--- src/rtl/alu_arbiter_if.sv ---
// Bundle between the two ALU requesters, the arbiter and the ALU.
// The arbiter uses the slave view; requesters and the ALU sit on master.
interface alu_arbiter_if #(
    parameter int N = 8
);
    logic         req0;
    logic [2:0]   mode0;
    logic [N-1:0] a0;
    logic [N-1:0] b0;
    logic         req1;
    logic [2:0]   mode1;
    logic [N-1:0] a1;
    logic [N-1:0] b1;
    logic [1:0]   gnt;
    logic [1:0]   rsp_valid;
    logic [N-1:0] rsp_data;
    logic         rsp_zero;
    logic         rsp_carry;
    logic         busy;
    logic         alu_enable;
    logic [2:0]   alu_mode;
    logic [N-1:0] alu_a;
    logic [N-1:0] alu_b;
    logic [N-1:0] alu_out;
    logic         alu_zero;
    logic         alu_carry;

    modport master (
        output req0, mode0, a0, b0,
        output req1, mode1, a1, b1,
        input  gnt, rsp_valid, rsp_data, rsp_zero, rsp_carry, busy,
        input  alu_enable, alu_mode, alu_a, alu_b,
        output alu_out, alu_zero, alu_carry
    );

    modport slave (
        input  req0, mode0, a0, b0,
        input  req1, mode1, a1, b1,
        output gnt, rsp_valid, rsp_data, rsp_zero, rsp_carry, busy,
        output alu_enable, alu_mode, alu_a, alu_b,
        input  alu_out, alu_zero, alu_carry
    );
endinterface

--- src/rtl/alu_arbiter.sv ---
// Round-robin arbiter sharing one registered ALU between the execute
// stage (port 0) and the address/increment unit (port 1).
module alu_arbiter #(
    parameter int N = 8
) (
    input  logic         clk,
    input  logic         rst_n,
    alu_arbiter_if.slave bus
);
    localparam logic [2:0] ALU_ADD = 3'd0;
    localparam logic [2:0] ALU_SUB = 3'd1;

    typedef enum logic [1:0] {
        IDLE  = 2'd0,
        ISSUE = 2'd1,
        WAIT  = 2'd2
    } state_t;

    state_t       state_q, state_d;
    logic         owner_q, owner_d;
    logic         last_q, last_d;
    logic [2:0]   mode_q, mode_d;
    logic [N-1:0] a_q, a_d;
    logic [N-1:0] b_q, b_d;
    logic [N-1:0] data_q, data_d;
    logic         zero_q, zero_d;
    logic         carry_q, carry_d;
    logic [1:0]   gnt_q, gnt_d;
    logic [1:0]   vld_q, vld_d;
    logic         any_req;
    logic         pick1;

    // Arbitration, operand latching and result capture per FSM state.
    always_comb begin
        state_d = state_q;
        owner_d = owner_q;
        last_d  = last_q;
        mode_d  = mode_q;
        a_d     = a_q;
        b_d     = b_q;
        data_d  = data_q;
        zero_d  = zero_q;
        carry_d = carry_q;
        gnt_d   = 2'b00;
        vld_d   = 2'b00;
        any_req = bus.req0 | bus.req1;
        // Port 1 wins alone, or on a tie when port 0 was served last.
        pick1   = bus.req1 & (~bus.req0 | ~last_q);
        case (state_q)
            IDLE: begin
                if (any_req) begin
                    state_d = ISSUE;
                    owner_d = pick1;
                    mode_d  = pick1 ? bus.mode1 : bus.mode0;
                    a_d     = pick1 ? bus.a1 : bus.a0;
                    b_d     = pick1 ? bus.b1 : bus.b0;
                    gnt_d   = pick1 ? 2'b10 : 2'b01;
                end
            end
            ISSUE: begin
                state_d = WAIT;
            end
            WAIT: begin
                state_d = IDLE;
                data_d  = bus.alu_out;
                zero_d  = bus.alu_zero;
                // Only add/sub produce a fresh carry; others leave it stale.
                carry_d = bus.alu_carry &
                          ((mode_q == ALU_ADD) || (mode_q == ALU_SUB));
                vld_d   = owner_q ? 2'b10 : 2'b01;
                last_d  = owner_q;
            end
            default: begin
                state_d = IDLE;
            end
        endcase
    end

    // State and datapath registers; reset aborts any in-flight operation.
    always_ff @(posedge clk or negedge rst_n) begin
        if (!rst_n) begin
            state_q <= IDLE;
            owner_q <= 1'b0;
            last_q  <= 1'b1;
            mode_q  <= '0;
            a_q     <= '0;
            b_q     <= '0;
            data_q  <= '0;
            zero_q  <= 1'b0;
            carry_q <= 1'b0;
            gnt_q   <= 2'b00;
            vld_q   <= 2'b00;
        end else begin
            state_q <= state_d;
            owner_q <= owner_d;
            last_q  <= last_d;
            mode_q  <= mode_d;
            a_q     <= a_d;
            b_q     <= b_d;
            data_q  <= data_d;
            zero_q  <= zero_d;
            carry_q <= carry_d;
            gnt_q   <= gnt_d;
            vld_q   <= vld_d;
        end
    end

    assign bus.gnt        = gnt_q;
    assign bus.rsp_valid  = vld_q;
    assign bus.rsp_data   = data_q;
    assign bus.rsp_zero   = zero_q;
    assign bus.rsp_carry  = carry_q;
    assign bus.busy       = (state_q != IDLE);
    assign bus.alu_enable = (state_q == ISSUE);
    assign bus.alu_mode   = mode_q;
    assign bus.alu_a      = a_q;
    assign bus.alu_b      = b_q;
endmodule

--- src/flat_wrapper.sv ---
// flat-port wrapper written by rule: the top's interface ports become plain ports
module alu_arbiter_flat 
#(
    parameter int N = 8
)
  (clk, rst_n, bus_req0, bus_mode0, bus_a0, bus_b0, bus_req1, bus_mode1, bus_a1, bus_b1, bus_gnt, bus_rsp_valid, bus_rsp_data, bus_rsp_zero, bus_rsp_carry, bus_busy, bus_alu_enable, bus_alu_mode, bus_alu_a, bus_alu_b, bus_alu_out, bus_alu_zero, bus_alu_carry);
  alu_arbiter_if #(.N(N)) bus_i ();
  input  logic clk;
  input  logic rst_n;
  input wire logic [$bits(bus_i.req0)-1:0] bus_req0;
  input wire logic [$bits(bus_i.mode0)-1:0] bus_mode0;
  input wire logic [$bits(bus_i.a0)-1:0] bus_a0;
  input wire logic [$bits(bus_i.b0)-1:0] bus_b0;
  input wire logic [$bits(bus_i.req1)-1:0] bus_req1;
  input wire logic [$bits(bus_i.mode1)-1:0] bus_mode1;
  input wire logic [$bits(bus_i.a1)-1:0] bus_a1;
  input wire logic [$bits(bus_i.b1)-1:0] bus_b1;
  output wire logic [$bits(bus_i.gnt)-1:0] bus_gnt;
  output wire logic [$bits(bus_i.rsp_valid)-1:0] bus_rsp_valid;
  output wire logic [$bits(bus_i.rsp_data)-1:0] bus_rsp_data;
  output wire logic [$bits(bus_i.rsp_zero)-1:0] bus_rsp_zero;
  output wire logic [$bits(bus_i.rsp_carry)-1:0] bus_rsp_carry;
  output wire logic [$bits(bus_i.busy)-1:0] bus_busy;
  output wire logic [$bits(bus_i.alu_enable)-1:0] bus_alu_enable;
  output wire logic [$bits(bus_i.alu_mode)-1:0] bus_alu_mode;
  output wire logic [$bits(bus_i.alu_a)-1:0] bus_alu_a;
  output wire logic [$bits(bus_i.alu_b)-1:0] bus_alu_b;
  input wire logic [$bits(bus_i.alu_out)-1:0] bus_alu_out;
  input wire logic [$bits(bus_i.alu_zero)-1:0] bus_alu_zero;
  input wire logic [$bits(bus_i.alu_carry)-1:0] bus_alu_carry;
  assign bus_i.req0 = bus_req0;
  assign bus_i.mode0 = bus_mode0;
  assign bus_i.a0 = bus_a0;
  assign bus_i.b0 = bus_b0;
  assign bus_i.req1 = bus_req1;
  assign bus_i.mode1 = bus_mode1;
  assign bus_i.a1 = bus_a1;
  assign bus_i.b1 = bus_b1;
  assign bus_gnt = bus_i.gnt;
  assign bus_rsp_valid = bus_i.rsp_valid;
  assign bus_rsp_data = bus_i.rsp_data;
  assign bus_rsp_zero = bus_i.rsp_zero;
  assign bus_rsp_carry = bus_i.rsp_carry;
  assign bus_busy = bus_i.busy;
  assign bus_alu_enable = bus_i.alu_enable;
  assign bus_alu_mode = bus_i.alu_mode;
  assign bus_alu_a = bus_i.alu_a;
  assign bus_alu_b = bus_i.alu_b;
  assign bus_i.alu_out = bus_alu_out;
  assign bus_i.alu_zero = bus_alu_zero;
  assign bus_i.alu_carry = bus_alu_carry;
  alu_arbiter #(.N(N)) u_core (.clk(clk), .rst_n(rst_n), .bus(bus_i));
endmodule
--- config.mk ---
export PLATFORM = sky130hd
export DESIGN_NAME = alu_arbiter_flat
export DESIGN_NICKNAME = d
export VERILOG_FILES = /design/src/rtl/alu_arbiter_if.sv /design/src/rtl/alu_arbiter.sv /design/src/flat_wrapper.sv
export SDC_FILE = /design/constraint.sdc
export NUM_CORES = 1
export LEC_CHECK = 0
export ABC_AREA = 1
export CORE_MARGIN = 5
export CORE_UTILIZATION = 40
export DETAILED_ROUTE_END_ITERATION = 16
export PLACE_DENSITY = 0.8
export SYNTH_ARGS = -nofsm -noshare
export SYNTH_HDL_FRONTEND = slang
export SYNTH_SLANG_ARGS = --single-unit
--- constraint.sdc ---
create_clock -name clk -period 1.6 [get_ports clk]
set_input_delay 0.32 -clock clk [delete_from_list [all_inputs] [get_ports clk]]
set_output_delay 0.32 -clock clk [all_outputs]
set_load 0.05 [all_outputs]
Word-level counts from Yosys, hierarchy flattened

Cells that the tools add are included.

Bits in registers: 37
Input bits: 52
Output and inout port bits: 35
Logic and storage cells: 36

Equality and inequality tests: 4
Muxes and demuxes: 10
Bitwise gates (word level): 6
Reduce and logical (&&, ||, !) cells: 5

Operator list:

| cell                                                            | count |
|---|---|
| 8-bit two-way mux                                               | 2 |
| 2-bit two-way mux                                               | 6 |
| 2-bit case mux with 2 select lines                              | 1 |
| 3-bit by 1-bit == test with 1-bit output, second input constant | 1 |
| 3-bit logical NOT                                               | 1 |
| 3-bit two-way mux                                               | 1 |
| 1-bit AND                                                       | 2 |
| 2-bit by 1-bit == test with 1-bit output, second input constant | 1 |
| 2-bit == test, second input constant                            | 1 |
| 2-bit logical NOT                                               | 1 |
| 2-bit by 1-bit != test with 1-bit output, second input constant | 1 |
| 1-bit inverter                                                  | 2 |
| 1-bit bitwise OR                                                | 2 |
| 2-bit AND reduction                                             | 1 |
| 2-bit nonzero test                                              | 1 |
| 1-bit logical OR                                                | 1 |

Longest topological paths before layout

Depth after elaboration: 6
Mapped depth: 7

Worst setup path before layout

OpenSTA, ideal clock, no wires.

Path type: reg-to-output
Start point: register u_core.state_q[1]
End point: output bus_alu_enable
Arrival: 1.050 ns
Data required time: 1.280 ns
Setup slack: 0.230 ns
Cell stages (with the launch flop): 2
Path buffers: 0
Cells stage by stage: dfrtp_1 -> nor2_1

Longest elaborated chain between the ends: 1

Ends and longest elaborated chain:

| element                                  | line               | text |
|---|---|---|
| from (decl)                              | alu_arbiter.sv:19  | `state_t state_q, state_d;` |
| from (signal assigned)                   | alu_arbiter.sv:94  | `state_q <= state_d;` |
| 2-bit by 1-bit == test with 1-bit output | alu_arbiter.sv:114 | `assign bus.alu_enable = (state_q == ISSUE);` |
| to (decl)                                | flat_wrapper.sv:24 | `output wire logic [$bits(bus_i.alu_enable)-1:0] bus_alu_enable;` |

No other way between the ends.

Worst setup path in the final report

Same ends and word-level chain as after synthesis.

==> metrics <==
status finished, final reports clean; area delta synth->final 60.4%; Synthesized Nets 266; initial antenna violation count 0; Cell Area, Synth 1720 sq um; post-CTS sizing 0; Filler cells 328; Post-DRT Antenna Nets 0; Final Max Tran Viols 0; setup TNS 0 ns; Avg Inst Size Synth 8.05 sq um; FF+latch count, synth 37; IO Pins 87; multi-input combinational cell area 647 sq um; yosys warns 0; Crit path arrival time 1.06 ns; Leak 1.45 nW; Syn Inst Count 214; final hold violation count 0; Root Driver clkbuf_8; Period minus WS final 1.38 ns; vias 1646; Die H 75.6 um; WL/cell 13.2 um; number of vias per cell 4.61; Slew HR 0.769; final worst path period share 0.865; Iteration-0 DRC Markers 88; most used routing layer met2; global placer's final weighted congestion 0.773; worst min path class reg -> reg; clk slew on worst S/H paths 0.08 ns; RSZ-0062 raised after global routing false; wire length after detailed routing 4.70 mm; initial core utilization 0.422; Setup Fix Bufs, Post-CTS 0; Startpoint Class flip-flop; Pre-antenna DRT Iters 4; clk_lat worst skew 0.29 ns; met1 usage 0.200; register area 927 sq um; Die W 75.6 um; clock skew 0.00676 ns; Finish-stage setup viols 0; Setup CP Type reg -> out; Ant. Diodes 0; Worst Tran Pin Value 0.345 ns; GRT overflow 0; Worst Path Max Fanout 3; Hold Buf Count CTS 1; DRC 0; pin count of the biggest net entering global routing 38; vias in the first global route 1555; CTS max path bufs 2; CP Data Required Time 1.28 ns; Core Rows 23; HPWL after DPL 3.53 mm; PwrDens 2200 nW/um^2; post-layout util 0.676; GRT Total Usage 0.168; post-synthesis cell type count 15; layout cell share with drive strength beyond 1 0.202; CTS tree yes; M3 GR Usage 0.0501; met2 usage 0.270; port bufs 86; H-tree Lvls 2; sequential share of the synthesized area 0.538; CORE AREA 4090 sq um; Peak VDD IR 0.00128 V; Sink Count 37; fmax 722 MHz; die area 5720 sq um; nets 358; global-route wire length before repair 7.09 mm; crit end category output port; TritonCTS Buffers 5; Max-cap violations 0
-- path summary, 6_finish.rpt --
| path | start | endpoint | slack, ns | cells past startpoint |
|---|---|---|---|---|
| max in group asynchronous | rst_n | u_core.last_q$_DFFE_PN1N_ | 0.85 | 3 |
| worst max register to register | u_core.last_q$_DFFE_PN1N_ | u_core.owner_q$_DFFE_PN0P_ | 0.38 | 5 |
| worst max-delay path | u_core.state_q[1]$_DFFE_PN0P_ | bus_alu_enable | 0.22 | 2 |
| min in group asynchronous | rst_n | u_core.state_q[1]$_DFFE_PN0P_ | 0.51 | 3 |
| worst min register to register | u_core.owner_q$_DFFE_PN0P_ | u_core.bus.rsp_valid[0]$_DFF_PN0_ | 0.47 | 1 |
| worst min-delay path | u_core.owner_q$_DFFE_PN0P_ | u_core.bus.rsp_valid[0]$_DFF_PN0_ | 0.47 | 1 |
-- flip-flops by register name, indices dropped and copies added, names as in the netlist, 2 cells and up --
| register | count |
|---|---|
| u_core.state_q | 2 |
| u_core.bus.rsp_data | 8 |
| u_core.bus.alu_mode | 3 |
| u_core.bus.alu_b | 8 |
| u_core.bus.gnt | 2 |
| u_core.bus.alu_a | 8 |
| u_core.bus.rsp_valid | 2 |
-- power breakdown --
part	switching [W]	internal (W)	total (W)
logic	0.00239	0.00118	0.00357
registers	0.000272	0.00139	0.00166
clock network	0.000344	0.000507	0.000850
-- critical path: stages, from the launching register on --
cell,delay (ns)
dfrtp_1,0.40
nor2_1,0.20
buf_12,0.17
-- routing by layer --
metal	routed length (um)	up-vias	part of all wire
li1	-	837	-
met1	1940	728	0.41
met2	2170	66	0.46
met3	448	15	0.095
met4	133	0	0.028
met5	0	-	0
-- cell usage after synthesis --
master	number	share of area
nor2_4	1	0.0065
nand2_1	94	0.20
a21oi_2	1	0.0051
dfstp_2	1	0.015
nand2_2	1	0.0036
buf_2	8	0.023
nor2_1	9	0.020
inv_1	18	0.039
nand3_1	20	0.058
nand3b_1	16	0.070
inv_2	3	0.0065
dfrtp_1	36	0.52
o21bai_1	1	0.0044
buf_4	4	0.017
nor2_2	1	0.0036
-- placed cells by master (no fill, tap or decap) --
cell,instances
clkbuf_8,6
buf_12,6
nor2_1,9
dlygate4sd3_1,1
bufinv_16,1
clkdlybuf4s50_1,50
dfstp_2,1
inv_2,3
nand3_1,20
nand3b_1,16
inv_1,18
nand2_2,1
buf_2,1
o21bai_1,1
a21oi_2,1
nand2_1,94
buf_4,39
nor2_4,1
clkinvlp_4,1
nor2_2,1
dfrtp_1,36
-- stage by stage --
step / area (sq um) / instances / hold WS, ns / power, W / setup WS, ns
after floorplan: 1720 / 214 / 0.0244 / 0.00397 / 0.230
after global placement: 2630 / 348 / 0.296 / 0.00522 / 0.0809
after detailed placement: 2630 / 348 / 0.301 / 0.00528 / 0.0174
after CTS: 2760 / 357 / 0.464 / 0.00614 / 0.203
after global routing: 2760 / 357 / 0.477 / 0.00641 / 0.138
final: 2760 / 357 / 0.465 / 0.00608 / 0.215
-- cells by family after synthesis --
| logic type | after synthesis | synth area share |
|---|---|---|
| and+or+nand+nor | 142 | 0.366 |
| DFF | 37 | 0.538 |
| buffers and inverters | 33 | 0.0864 |
| AOI/OAI and AO/OA | 2 | 0.00944 |
-- cell type report --
| class | count | share of cell area |
|---|---|---|
| multi-input cells | 144 | 0.234 |
| inverters | 21 | 0.0285 |
| flip-flops and latches | 37 | 0.335 |
| well taps | 50 | 0.0226 |
| repair buffers | 97 | 0.336 |
| clock inverters | 2 | 0.0136 |
| clock buffers | 6 | 0.0299 |
No activity file was read; power rests on OpenSTA's default activity.
